===== config.mk =====
export PLATFORM = sky130hd
export DESIGN_NAME = axis_to_bram_writer
export DESIGN_NICKNAME = d
export VERILOG_FILES = /design/src/rtl/axis_to_bram_writer.sv
export SDC_FILE = /design/constraint.sdc
export NUM_CORES = 1
export LEC_CHECK = 0
export CAP_MARGIN = 10
export CORE_MARGIN = 1
export CORE_UTILIZATION = 45
export DETAILED_ROUTE_END_ITERATION = 10
export PLACE_DENSITY = 0.73
export SYNTH_ARGS = -nofsm -noshare
export SYNTH_HDL_FRONTEND = slang
export SYNTH_SLANG_ARGS = --single-unit

===== constraint.sdc =====
create_clock -name clk -period 3.6 [get_ports clk]
set_input_delay 0.54 -clock clk [delete_from_list [all_inputs] [get_ports clk]]
set_output_delay 0.54 -clock clk [all_outputs]
set_load 0.005 [all_outputs]

===== src/rtl/axis_to_bram_writer.sv =====
// AXI4-Stream to BRAM writer: stores a programmed-length burst at consecutive
// addresses from 0 and pulses o_done when the last beat has been written.
module axis_to_bram_writer #(
   parameter int unsigned CNT_BIT  = 31,
   parameter int unsigned DWIDTH   = 32,
   parameter int unsigned AWIDTH   = 12,
   parameter int unsigned MEM_SIZE = 4096
) (
   input  logic               clk,
   input  logic               reset,
   input  logic               i_run,
   input  logic [CNT_BIT-1:0] i_num_cnt,
   output logic               o_idle,
   output logic               o_run,
   output logic               o_done,
   output logic               o_err_early,
   output logic               o_err_nolast,
   output logic [CNT_BIT-1:0] o_wr_cnt,
   input  logic [DWIDTH-1:0]  s_axis_tdata,
   input  logic               s_axis_tvalid,
   output logic               s_axis_tready,
   input  logic               s_axis_tlast,
   output logic [AWIDTH-1:0]  addr_b0,
   output logic               ce_b0,
   output logic               we_b0,
   output logic [DWIDTH-1:0]  d_b0
);

   // The BRAM must fit in the address space; larger counts simply wrap.
   if (64'(MEM_SIZE) > (64'd1 << AWIDTH)) begin : g_bad_mem_size
      $error("MEM_SIZE exceeds the BRAM address space");
   end

   typedef enum logic [1:0] {S_IDLE, S_RUN, S_DONE} state_t;

   state_t              state_q, state_d;
   logic [CNT_BIT-1:0]  num_cnt_q, num_cnt_d;
   logic [CNT_BIT-1:0]  wr_cnt_q, wr_cnt_d;
   logic                err_early_q, err_early_d;
   logic                err_nolast_q, err_nolast_d;
   logic                we_q, we_d;
   logic [AWIDTH-1:0]   addr_q, addr_d;
   logic [DWIDTH-1:0]   data_q, data_d;
   logic                idle_q, idle_d;
   logic                run_q, run_d;
   logic                done_q, done_d;

   logic                hs_c;
   logic                last_beat_c;
   logic [CNT_BIT-1:0]  wr_cnt_inc_c;

   assign s_axis_tready = (state_q == S_RUN);
   assign hs_c          = s_axis_tvalid && s_axis_tready;
   assign wr_cnt_inc_c  = wr_cnt_q + CNT_BIT'(1);
   assign last_beat_c   = (wr_cnt_inc_c == num_cnt_q);

   // Next-state and registered-output logic.
   always_comb begin
      state_d      = state_q;
      num_cnt_d    = num_cnt_q;
      wr_cnt_d     = wr_cnt_q;
      err_early_d  = err_early_q;
      err_nolast_d = err_nolast_q;
      we_d         = 1'b0;
      addr_d       = addr_q;
      data_d       = data_q;

      case (state_q)
         S_IDLE: begin
            if (i_run) begin
               num_cnt_d    = i_num_cnt;
               wr_cnt_d     = '0;
               err_early_d  = 1'b0;
               err_nolast_d = 1'b0;
               state_d      = (i_num_cnt == '0) ? S_DONE : S_RUN;
            end
         end
         S_RUN: begin
            if (hs_c) begin
               we_d     = 1'b1;
               addr_d   = wr_cnt_q[AWIDTH-1:0];
               data_d   = s_axis_tdata;
               wr_cnt_d = wr_cnt_inc_c;
               if (last_beat_c || s_axis_tlast) begin
                  state_d = S_DONE;
               end
               if (last_beat_c && !s_axis_tlast) begin
                  err_nolast_d = 1'b1;
               end
               if (s_axis_tlast && !last_beat_c) begin
                  err_early_d = 1'b1;
               end
            end
         end
         S_DONE: begin
            state_d = S_IDLE;
         end
         default: begin
            state_d = S_IDLE;
         end
      endcase

      idle_d = (state_d == S_IDLE);
      run_d  = (state_d == S_RUN);
      done_d = (state_d == S_DONE);
   end

   always_ff @(posedge clk) begin
      if (reset) begin
         state_q      <= S_IDLE;
         num_cnt_q    <= '0;
         wr_cnt_q     <= '0;
         err_early_q  <= 1'b0;
         err_nolast_q <= 1'b0;
         we_q         <= 1'b0;
         addr_q       <= '0;
         data_q       <= '0;
         idle_q       <= 1'b1;
         run_q        <= 1'b0;
         done_q       <= 1'b0;
      end else begin
         state_q      <= state_d;
         num_cnt_q    <= num_cnt_d;
         wr_cnt_q     <= wr_cnt_d;
         err_early_q  <= err_early_d;
         err_nolast_q <= err_nolast_d;
         we_q         <= we_d;
         addr_q       <= addr_d;
         data_q       <= data_d;
         idle_q       <= idle_d;
         run_q        <= run_d;
         done_q       <= done_d;
      end
   end

   assign o_idle       = idle_q;
   assign o_run        = run_q;
   assign o_done       = done_q;
   assign o_err_early  = err_early_q;
   assign o_err_nolast = err_nolast_q;
   assign o_wr_cnt     = wr_cnt_q;
   assign ce_b0        = we_q;
   assign we_b0        = we_q;
   assign addr_b0      = addr_q;
   assign d_b0         = data_q;

endmodule


; Word level (Yosys, flattened, before mapping)
; Cells that the tools add are included.
[totals]
register_bits = 114
in_bits = 68
out_inout_bits = 83
elab_cells = 53
[classes]
add_sub_neg = 1
n_eq_ne = 8
mux = 16
n_bitwise = 1
n_reduce_logical = 16
[ops]
columns = cell, n
row1 = 2-to-1 mux 31 bit, 2
row2 = one-hot mux 31 bit (2 select lines), 1
row3 = adder 31 x 1 -> 31 bit (second input constant), 1
row4 = equality test 31 bit, 1
row5 = zero test 31 bit, 1
row6 = 2-to-1 mux 2 bit, 4
row7 = AND reduction 4 bit, 2
row8 = 2-to-1 mux 1 bit, 6
row9 = inequality test 2 x 1 -> 1 bit (second input constant), 3
row10 = equality test 2 x 1 -> 1 bit (second input constant), 2
row11 = zero test 2 bit, 2
row12 = one-hot mux 1 bit (2 select lines), 2
row13 = one-hot mux 2 bit (2 select lines), 1
row14 = AND reduction 2 bit, 2
row15 = logical AND 1 bit, 3
row16 = AND reduction 3 bit, 1
row17 = equality test 2 bit (second input constant), 1
row18 = zero test 1 bit, 2
row19 = inequality test 2 bit (second input constant), 1
row20 = nonzero test 2 bit, 1
row21 = OR reduction 2 bit, 1
row22 = logical OR 1 bit, 1
row23 = NOT 1 bit, 1

; Logic depth before layout (Yosys ltp)
[depth]
word_depth = 7
depth_mapped = 10
ltp_nobuf = 9

; Worst setup path before layout
; Ideal clock, no wire load.
[synth_path]
path_type = reg2reg
start = register wr_cnt_q[0], in the netlist o_wr_cnt[0]
end = register idle_q, in the netlist o_idle
setup_time_ns = 0.125
arrival_ns = 3.001
required_time_ns = 3.475
setup_slack_ns = 0.474
stages_incl_launch_ff = 10
path_buffers = 0
synth_period_minus_slack_ns = 3.126
cell_sequence = dfxtp_1 ha_1 nand3_1 nor3_4 and4_1 xnor2_1 or4b_1 or4_4 a311oi_2 nor2_1
[synth_via]
elab_chain_len = 7
[synth_rtl]
columns = item, line
row1 = "start, declared", 38  ; logic [CNT_BIT-1:0] wr_cnt_q, wr_cnt_d;
row2 = "start signal, assigned", 124  ; wr_cnt_q <= wr_cnt_d;
row3 = adder 31 x 1 -> 31 bit, 54  ; assign wr_cnt_inc_c = wr_cnt_q + CNT_BIT'(1);
row4 = equality test 31 bit, 55  ; assign last_beat_c = (wr_cnt_inc_c == num_cnt_q);
row5 = logical OR 1 bit, 84  ; if (last_beat_c || s_axis_tlast) begin
row6 = 2-to-1 mux 2 bit, 84
row7 = 2-to-1 mux 2 bit, 79  ; if (hs_c) begin
row8 = one-hot mux 2 bit (2 select lines), 68  ; case (state_q)
row9 = zero test 2 bit, 103  ; idle_d = (state_d == S_IDLE);
row10 = "end signal, assigned", 130  ; idle_q <= idle_d;
row11 = "end, declared", 44  ; logic idle_q, idle_d;
; Every way passes these cells.
; A chain may end at the register's enable or synchronous reset.

; Worst setup path after layout
; Same ends and word-level chain as after synthesis.

==> flow_summary.toml <==
[grt]
grt_pass1_vias = 5172
grt_pass1_wl_mm = 27.2
grt.total_usage = 0.278
antenna_found_initial = 0
grt_max_degree = 92
grt-ovfl-total = 0

[yosys]
synth_area_um2 = 5470
synth_ff_type = "dfxtp_1"
synth_nets = 784
yosys.area.top_type = "dfxtp_1"
ys_types = 51
synth_area_leaders = "dfxtp_1, nand2_1, a21oi_1"
ys_seq_area_frac = 0.417
synthMostInstantiatedCell = "nand2_1"
async_reset_ff_frac = 0
synth_area_per_cell_um2 = 7.65
netlist_instances = 715
synth_edf_count = 0
synth_warnings = 0
ys_top_cells_by_count = "nand2_1, dfxtp_1, a21oi_1"
synthDominantCellAreaShare = 0.417
ys_seq_elements = 114

[setup_path]
crit_path_end_kind = "register"
max_stage_delay_ps = 600
path_class = "register to register"
cpMaxStageDelayCell = "or4_4"
path_buf_inv = 0
path_max_fanout = 9
path_cells = "ha_1 > nand3_1 > nor3_4 > and4_1 > xnor2_1 > or4b_1 > or4_4 > a311oi_2 > nor2_1"
critPathRequiredTime_ps = 3900
cp.arrival_ps = 3650
cp_top_family = "simple AND/OR/NAND/NOR gates"
start_kind = "register"

[detailed_routing]
dr.first_iter.drc_count = 483
postRouteAntennaNets = 0
num_vias = 5565
drt_wl_total_mm = 17.1
wl_per_cell_um = 17.2
dr.pass1.iters = 11
drc_errors = 6
via_per_inst = 5.57

[floorplanning]
coreArea_um2 = 11600
dieArea_um2 = 12600
ios = 151
initial_core_util = 0.471
rows = 39
die_w_um = 112
die_h_um = 112

[clock_network]
cts_setup_buffers = 0
clkTransAtPathRegs_ps = 50
root_buffer = "clkbuf_16"
cts-resized-gates = 0
cts.htree.levels = 4
clock_latency_ps = 420
cts_sinks = 114
cts_hold_buffers = 0
tritoncts = "built"
cts.path.max_buffers = 2
cts_buffers = 17

[power]
leakage_nw = 2.75
cellPowerDensity_nw_per_um2 = 453
combPwrFrac = 0.121
power.total_mw = 3.47
power_frac_clock = 0.487
p_seq_frac = 0.391
ir_worst_vdd_uv = 490
power_switching_mw = 0.854
intPower_mw = 2.62
swShare = 0.246

[run_status]
violations = "DRC"
outcome = "complete, but fails checks"

[cells_and_area]
fin_cells = 999
drive_gt1_frac = 0.0783
final_util = 0.660
area_growth_pct = 40.2
nNetsFinal = 914
diodes = 0

[placement]
place_inst = 969
dp_worst_setup_slack_ps = 299
hpwl_mm = 12.1
io_buffers = 150
gp_congestion = 0.901

[timing]
finClkSkew_ps = 5.61
rsz0062_at_grt = "no"
post-route-min-period_ps = 3350
tns_ps = 0
clock.fmax_ghz = 0.298
setup_viol = 0
finalMaxSlewViolations = 0
tightest_slew_ps = 958
hold_violations = 0
slew_headroom = 0.362
fin_crit_sh = 0.932
setup_slack_ps = 246

[min_path]
min_path_type = "register to register"

[run]
drv_cap = 0
power by group through the flow:
stage | logic (mW) | registers (mW) | clock network (mW)
after floorplan | 0.220 | 1.37 | 0
after global placement | 0.413 | 1.38 | 0
after detailed placement | 0.418 | 1.38 | 0
after CTS | 0.420 | 1.36 | 1.71
after global routing | 0.456 | 1.36 | 1.78
final | 0.421 | 1.36 | 1.69
tightest hold or removal path: cells and delay by family, from the launching register on:
kind / cells / cell delay, ps
simple gates: 1 / 50
flops: 1 / 300
compound gates: 1 / 50
state kept, by name (all words and copies together), names as in the netlist:
register and cells:
num_cnt_q 31, o_done 1, state_q 2, addr_b0 12, o_idle 1, o_wr_cnt 31, o_run 1, d_b0 32
o_err_nolast 1, ce_b0 1, o_err_early 1
through the flow:
| step | hold WS [ps] | instance area (µm²) |
|---|---|---|
| final | 451 | 7670 |
| after global routing | 473 | 7670 |
| after CTS | 453 | 7670 |
| after detailed placement | 445 | 7070 |
| after global placement | 441 | 7070 |
| after floorplan | 448 | 5470 |
kinds of logic after synthesis:
logic type                 synth area share
buffers and inverters                0.0515
and+or+nand+nor                       0.281
AOI/OAI and AO/OA                     0.166
DFF                                   0.417
adders and majority gates           0.00229
xor gates and xnor gates             0.0801
muxes                               0.00183
cells in the final DEF, fill, tap and decap left out, drive strengths merged, types with 19 or more instances in the layout:
cell           count
clkdlybuf4s50    149
nor3              19
nand2            178
buf               23
a21oi            104
xnor2             32
o21ai             22
clkbuf            22
nor2              37
dfxtp            114
path summary, 6_finish.rpt:
kind	slack, ps	end	from	cells after the start
setup / recovery	250	o_idle	o_wr_cnt[0]	9
hold / removal	450	addr_b0[7]	addr_b0[7]	2
setup reg to reg	250	o_idle	o_wr_cnt[0]	9
hold reg to reg	450	addr_b0[7]	addr_b0[7]	2
layer usage:
layer | up-vias | global-route usage | wire length (µm)
met5 | - | 0 | 0
met4 | 0 | 0.0898 | 283
met3 | 26 | 0.0707 | 955
met2 | 177 | 0.427 | 7850
met1 | 2630 | 0.384 | 8050
li1 | 2732 | - | -
area by class of cell:
| cell class | instances | area (µm²) |
|---|---|---|
| clock buffer | 22 | 494 |
| clock inverter | 8 | 103 |
| fill | 1010 | 3950 |
| inverter | 6 | 22.5 |
| multi-input combinational | 534 | 2910 |
| sequential | 114 | 2280 |
| tap | 143 | 179 |
| timing repair buffer | 172 | 1680 |
(Power assumes the default switching activity.)
